## config.mk

```make
export PLATFORM = sky130hd
export DESIGN_NAME = muller_c_pipeline
export DESIGN_NICKNAME = d
export VERILOG_FILES = /design/src/rtl/muller_c_pkg.sv /design/src/rtl/muller_c_stage.sv /design/src/rtl/muller_c_pipeline.sv
export SDC_FILE = /design/constraint.sdc
export NUM_CORES = 1
export LEC_CHECK = 0
export BUFFER_PORTS_ARGS = -buffer_cell sky130_fd_sc_hd__buf_4
export CORE_ASPECT_RATIO = 0.6
export CORE_MARGIN = 5
export CORE_UTILIZATION = 62
export CTS_BUF_LIST = sky130_fd_sc_hd__clkbuf_8
export DETAILED_ROUTE_END_ITERATION = 8
export GPL_ROUTABILITY_DRIVEN = 0
export HOLD_SLACK_MARGIN = 0.08
export PLACE_DENSITY = 0.88
export SYNTH_ARGS = -nofsm -noshare
export SYNTH_HDL_FRONTEND = slang
export SYNTH_SLANG_ARGS = --single-unit
```

## constraint.sdc

```tcl
create_clock -name clk -period 5 [get_ports clk]
set_input_delay 1 -clock clk [delete_from_list [all_inputs] [get_ports clk]]
set_output_delay 1 -clock clk [all_outputs]
set_load 0.03 [all_outputs]
```

## src/rtl/muller_c_pkg.sv

```systemverilog
// rtl/muller_c_pkg.sv - shared encodings and helpers for the C-element micropipeline
package muller_c_pkg;

    localparam int PH_TWO  = 2;
    localparam int PH_FOUR = 4;

    function automatic logic c_next(input logic a, input logic b, input logic c);
        return (a & b) | (c & (a | b));
    endfunction

    function automatic int occ_width(input int depth);
        return $clog2(depth + 1);
    endfunction

endpackage

```

## src/rtl/muller_c_stage.sv

```systemverilog
// rtl/muller_c_stage.sv - one C element with its data latch
module muller_c_stage
    import muller_c_pkg::*;
#(
    parameter int DATA_W = 8,
    parameter int PHASES = PH_TWO
) (
    input  logic              clk,
    input  logic              reset,
    input  logic              a,
    input  logic              b,
    input  logic [DATA_W-1:0] d_in,
    output logic              c,
    output logic              c_nxt,
    output logic [DATA_W-1:0] d
);

    logic capture;

    assign c_nxt = c_next(a, b, c);

    // Return-to-zero only carries data on the rising phase; the fall is a pure ack wave.
    generate
        if (PHASES == PH_FOUR) begin : g_rtz
            assign capture = c_nxt & ~c;
        end else begin : g_nrz
            assign capture = c_nxt ^ c;
        end
    endgenerate

    always_ff @(posedge clk) begin
        if (reset) begin
            c <= 1'b0;
            d <= '0;
        end else begin
            c <= c_nxt;
            if (capture) begin
                d <= d_in;
            end
        end
    end

endmodule

```

## src/rtl/muller_c_pipeline.sv

```systemverilog
// rtl/muller_c_pipeline.sv - clocked Muller C-element micropipeline; optional MULLER_C_STALL_DETECT_EN
module muller_c_pipeline
    import muller_c_pkg::*;
#(
    parameter int DEPTH  = 4,
    parameter int DATA_W = 8,
    parameter int PHASES = PH_TWO
) (
    input  logic                        clk,
    input  logic                        reset,
    input  logic                        in_req,
    output logic                        in_ack,
    input  logic [DATA_W-1:0]           in_data,
    output logic                        out_req,
    input  logic                        out_ack,
    output logic [DATA_W-1:0]           out_data,
    output logic [occ_width(DEPTH)-1:0] occupancy
`ifdef MULLER_C_STALL_DETECT_EN
    ,
    output logic                        stall
`endif
);

    localparam int OCC_W = occ_width(DEPTH);

    logic [DEPTH-1:0]             c;
    logic [DEPTH-1:0]             c_nxt;
    logic [DEPTH-1:0]             a_vec;
    logic [DEPTH-1:0]             b_vec;
    logic [DEPTH-1:0][DATA_W-1:0] d;
    logic [DEPTH-1:0][DATA_W-1:0] d_src;
    logic [OCC_W-1:0]             occ_nxt;

    assign a_vec = {c[DEPTH-2:0], in_req};
    assign b_vec = ~{out_ack, c[DEPTH-1:1]};
    assign d_src = {d[DEPTH-2:0], in_data};

    generate
        for (genvar i = 0; i < DEPTH; i++) begin : g_stage
            muller_c_stage #(
                .DATA_W (DATA_W),
                .PHASES (PHASES)
            ) u_stage (
                .clk   (clk),
                .reset (reset),
                .a     (a_vec[i]),
                .b     (b_vec[i]),
                .d_in  (d_src[i]),
                .c     (c[i]),
                .c_nxt (c_nxt[i]),
                .d     (d[i])
            );
        end
    endgenerate

    assign in_ack   = c[0];
    assign out_req  = c[DEPTH-1];
    assign out_data = d[DEPTH-1];

    // Each adjacent disagreement in the chain is one event in flight.
    always_comb begin
        occ_nxt = '0;
        for (int i = 0; i < DEPTH - 1; i++) begin
            occ_nxt = occ_nxt + OCC_W'(c_nxt[i] ^ c_nxt[i+1]);
        end
        occ_nxt = occ_nxt + OCC_W'(c_nxt[DEPTH-1] ^ out_ack);
    end

    always_ff @(posedge clk) begin
        if (reset) begin
            occupancy <= '0;
        end else begin
            occupancy <= occ_nxt;
        end
    end

`ifdef MULLER_C_STALL_DETECT_EN
    localparam int STALL_CYCLES = 16;
    localparam int STALL_W      = $clog2(STALL_CYCLES + 1);

    logic [STALL_W-1:0] stall_cnt;

    always_ff @(posedge clk) begin
        if (reset || (out_req == out_ack)) begin
            stall_cnt <= '0;
        end else if (stall_cnt != STALL_W'(STALL_CYCLES)) begin
            stall_cnt <= stall_cnt + STALL_W'(1);
        end
    end

    assign stall = (stall_cnt >= STALL_W'(STALL_CYCLES));
`endif

endmodule

```

# Yosys cells after proc, flatten, opt, wreduce, memory -nomap -nowiden
# Index checks and enable logic that the tools add are counted.
# word_totals
inputBits	12
elab_cells	37
output_inout_bits	13
reg_bits	39
# op_classes
addsub	3
n_bitwise	25
# op_table
cell	n
$and 1x1->1	8
$or 1x1->1	8
$xor 1x1->1	8
$not 4->4	1
$add 2x1->3	1
$add 3x1->3	1
$add 1x1->2	1

# Longest topological paths before layout
# logic_depth
ltp_word	8
ltp_mapped	9
depth_no_buf	8

# Cells and area by module
# From an unflattened synthesis, not the netlist that was laid out.
# unflattened
hier_cells	174
area_unflattened_um2	1810.5
# by_module_without_submodules
module	seq_area_each_um2	n_inst	cells_each	area_each_um2
muller_c_stage	180.2	4	39	409.1
muller_c_pipeline	60.1	1	18	173.9

# Worst setup path after synthesis
# OpenSTA, ideal clock, no wires.
# synth_timing
kind	input port to flip-flop
start	in out_ack
end	reg occupancy[1]
cell_stages	8
slack_ns	2.462
n_path_buf	0
required_ns	4.874
t_arrival_ns	2.412
setup_ns	0.126
path_cell_list	nor2_1 -> a21oi_1 -> a21oi_1 -> fa_1 -> inv_1 -> ha_1 -> ha_1 -> nor2b_1
# synth_via
elab_chain_cells	7
elab_cells_between_ends	9
cone_classes	add/sub: 2; bitwise: 7
# synth_rtl
item	line_no	source
start: declaration	muller_c_pipeline.sv:15	input logic out_ack,
$not 4->4	muller_c_pipeline.sv:35	assign b_vec = ~{out_ack, c[DEPTH-1:1]};
$or 1x1->1	muller_c_pkg.sv:8	return (a & b) | (c & (a | b));
$and 1x1->1	muller_c_pkg.sv:8	
$or 1x1->1	muller_c_pkg.sv:8	
$xor 1x1->1	muller_c_pipeline.sv:64	occ_nxt = occ_nxt + OCC_W'(c_nxt[i] ^ c_nxt[i+1]);
$add 2x1->3	muller_c_pipeline.sv:64	
$add 3x1->3 *	muller_c_pipeline.sv:66	occ_nxt = occ_nxt + OCC_W'(c_nxt[DEPTH-1] ^ out_ack);
named net occ_nxt[1]	muller_c_pipeline.sv:32	logic [OCC_W-1:0] occ_nxt;
end signal: assignment	muller_c_pipeline.sv:73	occupancy <= occ_nxt;
end: declaration	muller_c_pipeline.sv:17	output logic [occ_width(DEPTH)-1:0] occupancy
# Mark *: on every way through the listed nets, which the timed path passes. The rest lies on a longest branch.
# A chain may end at the register's enable or synchronous reset.

# Worst setup path after layout
# Same ends and word-level chain as after synthesis.

==> flow_metrics.py <==
metrics = {
    "run_status": {
        "status": "complete, no violations",
    },
    "critical_path": {
        "crit_type": "in -> reg",
        "critical_path_required_ps": 5170,
        "cp.arrival_ps": 2680,
        "crit_path_end_kind": "flip-flop",
        "worstPathMaxFanout": 5,
        "cp-start-kind": "primary input",
        "reg2reg_to": "occupancy[1]$_SDFF_PP0_",
        "r2r_cells": 8,
        "r2r_start": "g_stage[1].u_stage.c$_SDFF_PP0_",
        "regToRegSetupSlack_ps": 2520,
    },
    "yosys": {
        "syn-cell-area_um2": 1802,
        "syn-instance-count": 174,
        "synth.distinct_cells": 29,
        "synth_seq_cells": 39,
        "ys_seq_area_share_pct": 43.33,
        "syn_area_per_cell_um2": 10.35,
        "yosys_warnings": 0,
        "syn-num-nets": 189,
    },
    "clock_network": {
        "clk_pin_slew_worst_paths_ps": 70,
        "ctsResizeCount": 0,
        "cts-root-buf": "clkbuf_8",
        "cts_buffer_depth": 2,
        "cts_tree": "yes",
        "clock_latency_ps": 290,
        "cts_htree_levels": 2,
        "cts.sinks": 39,
        "numCtsBuffers": 5,
        "cts_setup_buffers": 0,
        "hold_buffers": 0,
    },
    "pwr": {
        "pwr-share-clk_pct": 33.0,
        "intPower_mw": 0.5078,
        "pwr-share-seq_pct": 49.8,
        "total_leakage_power_nw": 0.9115,
        "p_per_area_nw_per_um2": 339.8,
        "swShare_pct": 26.00,
        "power.switching_mw": 0.1784,
        "combPwrFrac_pct": 17.2,
        "vdd.ir_drop.worst_mv": 0.1536,
    },
    "placement": {
        "dp.cells": 222,
        "portBuffers": 24,
        "dp_hpwl_um": 2088,
    },
    "hold_path": {
        "min_path_type": "reg -> reg",
        "min_delay_path_depth": 2,
        "holdPathEnd": "g_stage[3].u_stage.d[2]$_SDFFE_PP0P_",
        "min_from": "g_stage[3].u_stage.d[2]$_SDFFE_PP0P_",
    },
    "sta": {
        "maxSlewHeadroom_pct": 64.58,
        "tightest_slew_ps": 530.5,
        "rsz0062_at_grt": "false",
        "finClkSkew_ps": 4.999,
        "hold_viol": 0,
        "finalSetupTns_ps": 0,
        "drv_slew": 0,
        "clock.fmax_mhz": 399.1,
        "fin_crit_sh_pct": 50.11,
        "setup_viol": 0,
        "finalCriticalPeriod_ps": 2506,
    },
    "cells_and_area": {
        "layout.cells.non_filler": 230,
        "fin_nets": 202,
        "final_cell_mix": "nand2b_1, dfxtp_1, mux2i_1",
        "n_fill_cell": 209,
        "drive_above_1_share_pct": 20.21,
        "syn_to_final_growth_pct": 12.08,
        "diodes": 0,
        "mostFrequentLayoutCell": "nand2b_1",
    },
    "floorplan": {
        "die_y_um": 51.76,
        "die_area_um2": 4119,
        "core_um2": 2834,
        "start_util_pct": 63.58,
        "pin_count": 25,
        "num_rows": 15,
        "die_w_um": 79.60,
    },
    "detailed_routing": {
        "wire_per_inst_um": 13.25,
        "ant_nets": 0,
        "vias": 1185,
        "via_per_inst": 5.152,
        "drt_first_iter_violations": 64,
        "routed_wl_um": 3047,
        "dr.pass1.iters": 4,
        "remaining_drc_errors": 0,
    },
    "flow_run": {
        "drv_cap": 0,
    },
    "global_routing": {
        "overflow": 0,
        "grt_first_pass_wirelength_um": 5306,
        "grt_pass1_vias": 1156,
        "grt_max_degree": 48,
        "grt_antenna_before_repair": 0,
        "grtUsageTotal_pct": 17.35,
    },
}
==> flip-flops by register name, summed over array words and instances (netlist names) <==
register and flops:
occupancy 3, g_stage.u_stage.d 32, g_stage.u_stage.c 4
==> stage by stage <==
step | hold WS, ps | total power [mW] | cell area (um2) | setup slack [ps] | util [%]
floorplan | 452.7 | 0.4392 | 1802 | 2462 | -
global placement | 461.8 | 0.4607 | 1919 | 2293 | 67.73
detailed placement | 468.2 | 0.4674 | 1919 | 2185 | 67.73
CTS | 479.9 | 0.6908 | 2019 | 2504 | 71.26
global route | 516.6 | 0.7210 | 2019 | 2392 | 71.26
finish | 475.3 | 0.6863 | 2019 | 2494 | 71.26
==> per-layer routing <==
metal  part of all wire (%)  global-route usage [%]  vias up
met5                      0                       0        -
met4                    2.1                   10.57        0
met3                    5.1                   4.671        7
met2                     43                   26.73       30
met1                     49                   21.78      552
li1                       -                       -      596
==> worst max path at each step <==
stage / from / endpoint / slack, ps / depth (start not counted)
after floorplan: out_ack / occupancy[1]$_SDFF_PP0_ / 2460 / 8
after global placement: out_ack / occupancy[1]$_SDFF_PP0_ / 2290 / 9
after detailed placement: out_ack / occupancy[1]$_SDFF_PP0_ / 2190 / 9
after CTS: out_ack / occupancy[1]$_SDFF_PP0_ / 2500 / 9
after global routing: g_stage[1].u_stage.c$_SDFF_PP0_ / occupancy[1]$_SDFF_PP0_ / 2390 / 8
final: out_ack / occupancy[1]$_SDFF_PP0_ / 2490 / 9
==> Yosys cell counts <==
cell,number,share of area [%]
nor2b_1,3,1.0
a21oi_4,2,1.8
nand3b_1,2,0.83
o21a_1,1,0.42
dfxtp_1,39,43
o21ai_2,1,0.49
and3_1,1,0.35
clkbuf_1,5,1.0
and3b_1,2,0.97
nor2_1,3,0.62
maj3_1,1,0.56
a21oi_1,8,2.2
nor2_4,1,0.62
o21ai_1,1,0.28
mux2i_1,33,18
buf_6,1,0.62
buf_4,10,4.2
ha_1,2,1.4
inv_1,4,0.83
o211ai_1,1,0.42
a21o_1,1,0.42
buf_2,2,0.56
nand2b_1,40,14
fa_1,1,1.1
or2b_1,1,0.42
a211oi_1,1,0.42
o21ai_0,4,1.1
nand2b_4,2,1.5
inv_2,1,0.21
==> critical path: stages <==
cell	delay, ps
buf_4	130
nor2_1	260
a21oi_1	80
a21oi_1	240
fa_1	410
inv_1	60
ha_1	150
ha_1	220
nor2b_1	120
==> final cells by class <==
type                            instances  area, um2  share of cell area [%]
Clock buffer                            7      96.34                   4.771
Inverter                                5      18.77                  0.9294
Sequential cell                        39      780.7                   38.66
Timing Repair Buffer                   24      180.2                   8.922
Multi-Input combinational cell        112      887.1                   43.93
Tap cell                               42      52.55                   2.602
Clock inverter                          1      3.754                  0.1859
==> logic make-up after synthesis <==
kind of cell	synth area share (%)
AND/OR/NAND/NOR	20.28
flip-flops	43.33
multiplexers	18.33
buffers and inverters	7.430
AO/OA/AOI/OAI	7.570
adder cells (fa/ha/maj)	3.055
==> power groups by stage <==
stage | clock network [mW] | logic (mW) | registers [mW]
floorplan | 0 | 0.0849 | 0.354
global placement | 0 | 0.113 | 0.348
detailed placement | 0 | 0.119 | 0.349
CTS | 0.230 | 0.119 | 0.342
global route | 0.247 | 0.131 | 0.344
finish | 0.226 | 0.118 | 0.342
Note: power is estimated with default switching activity, not from simulation.
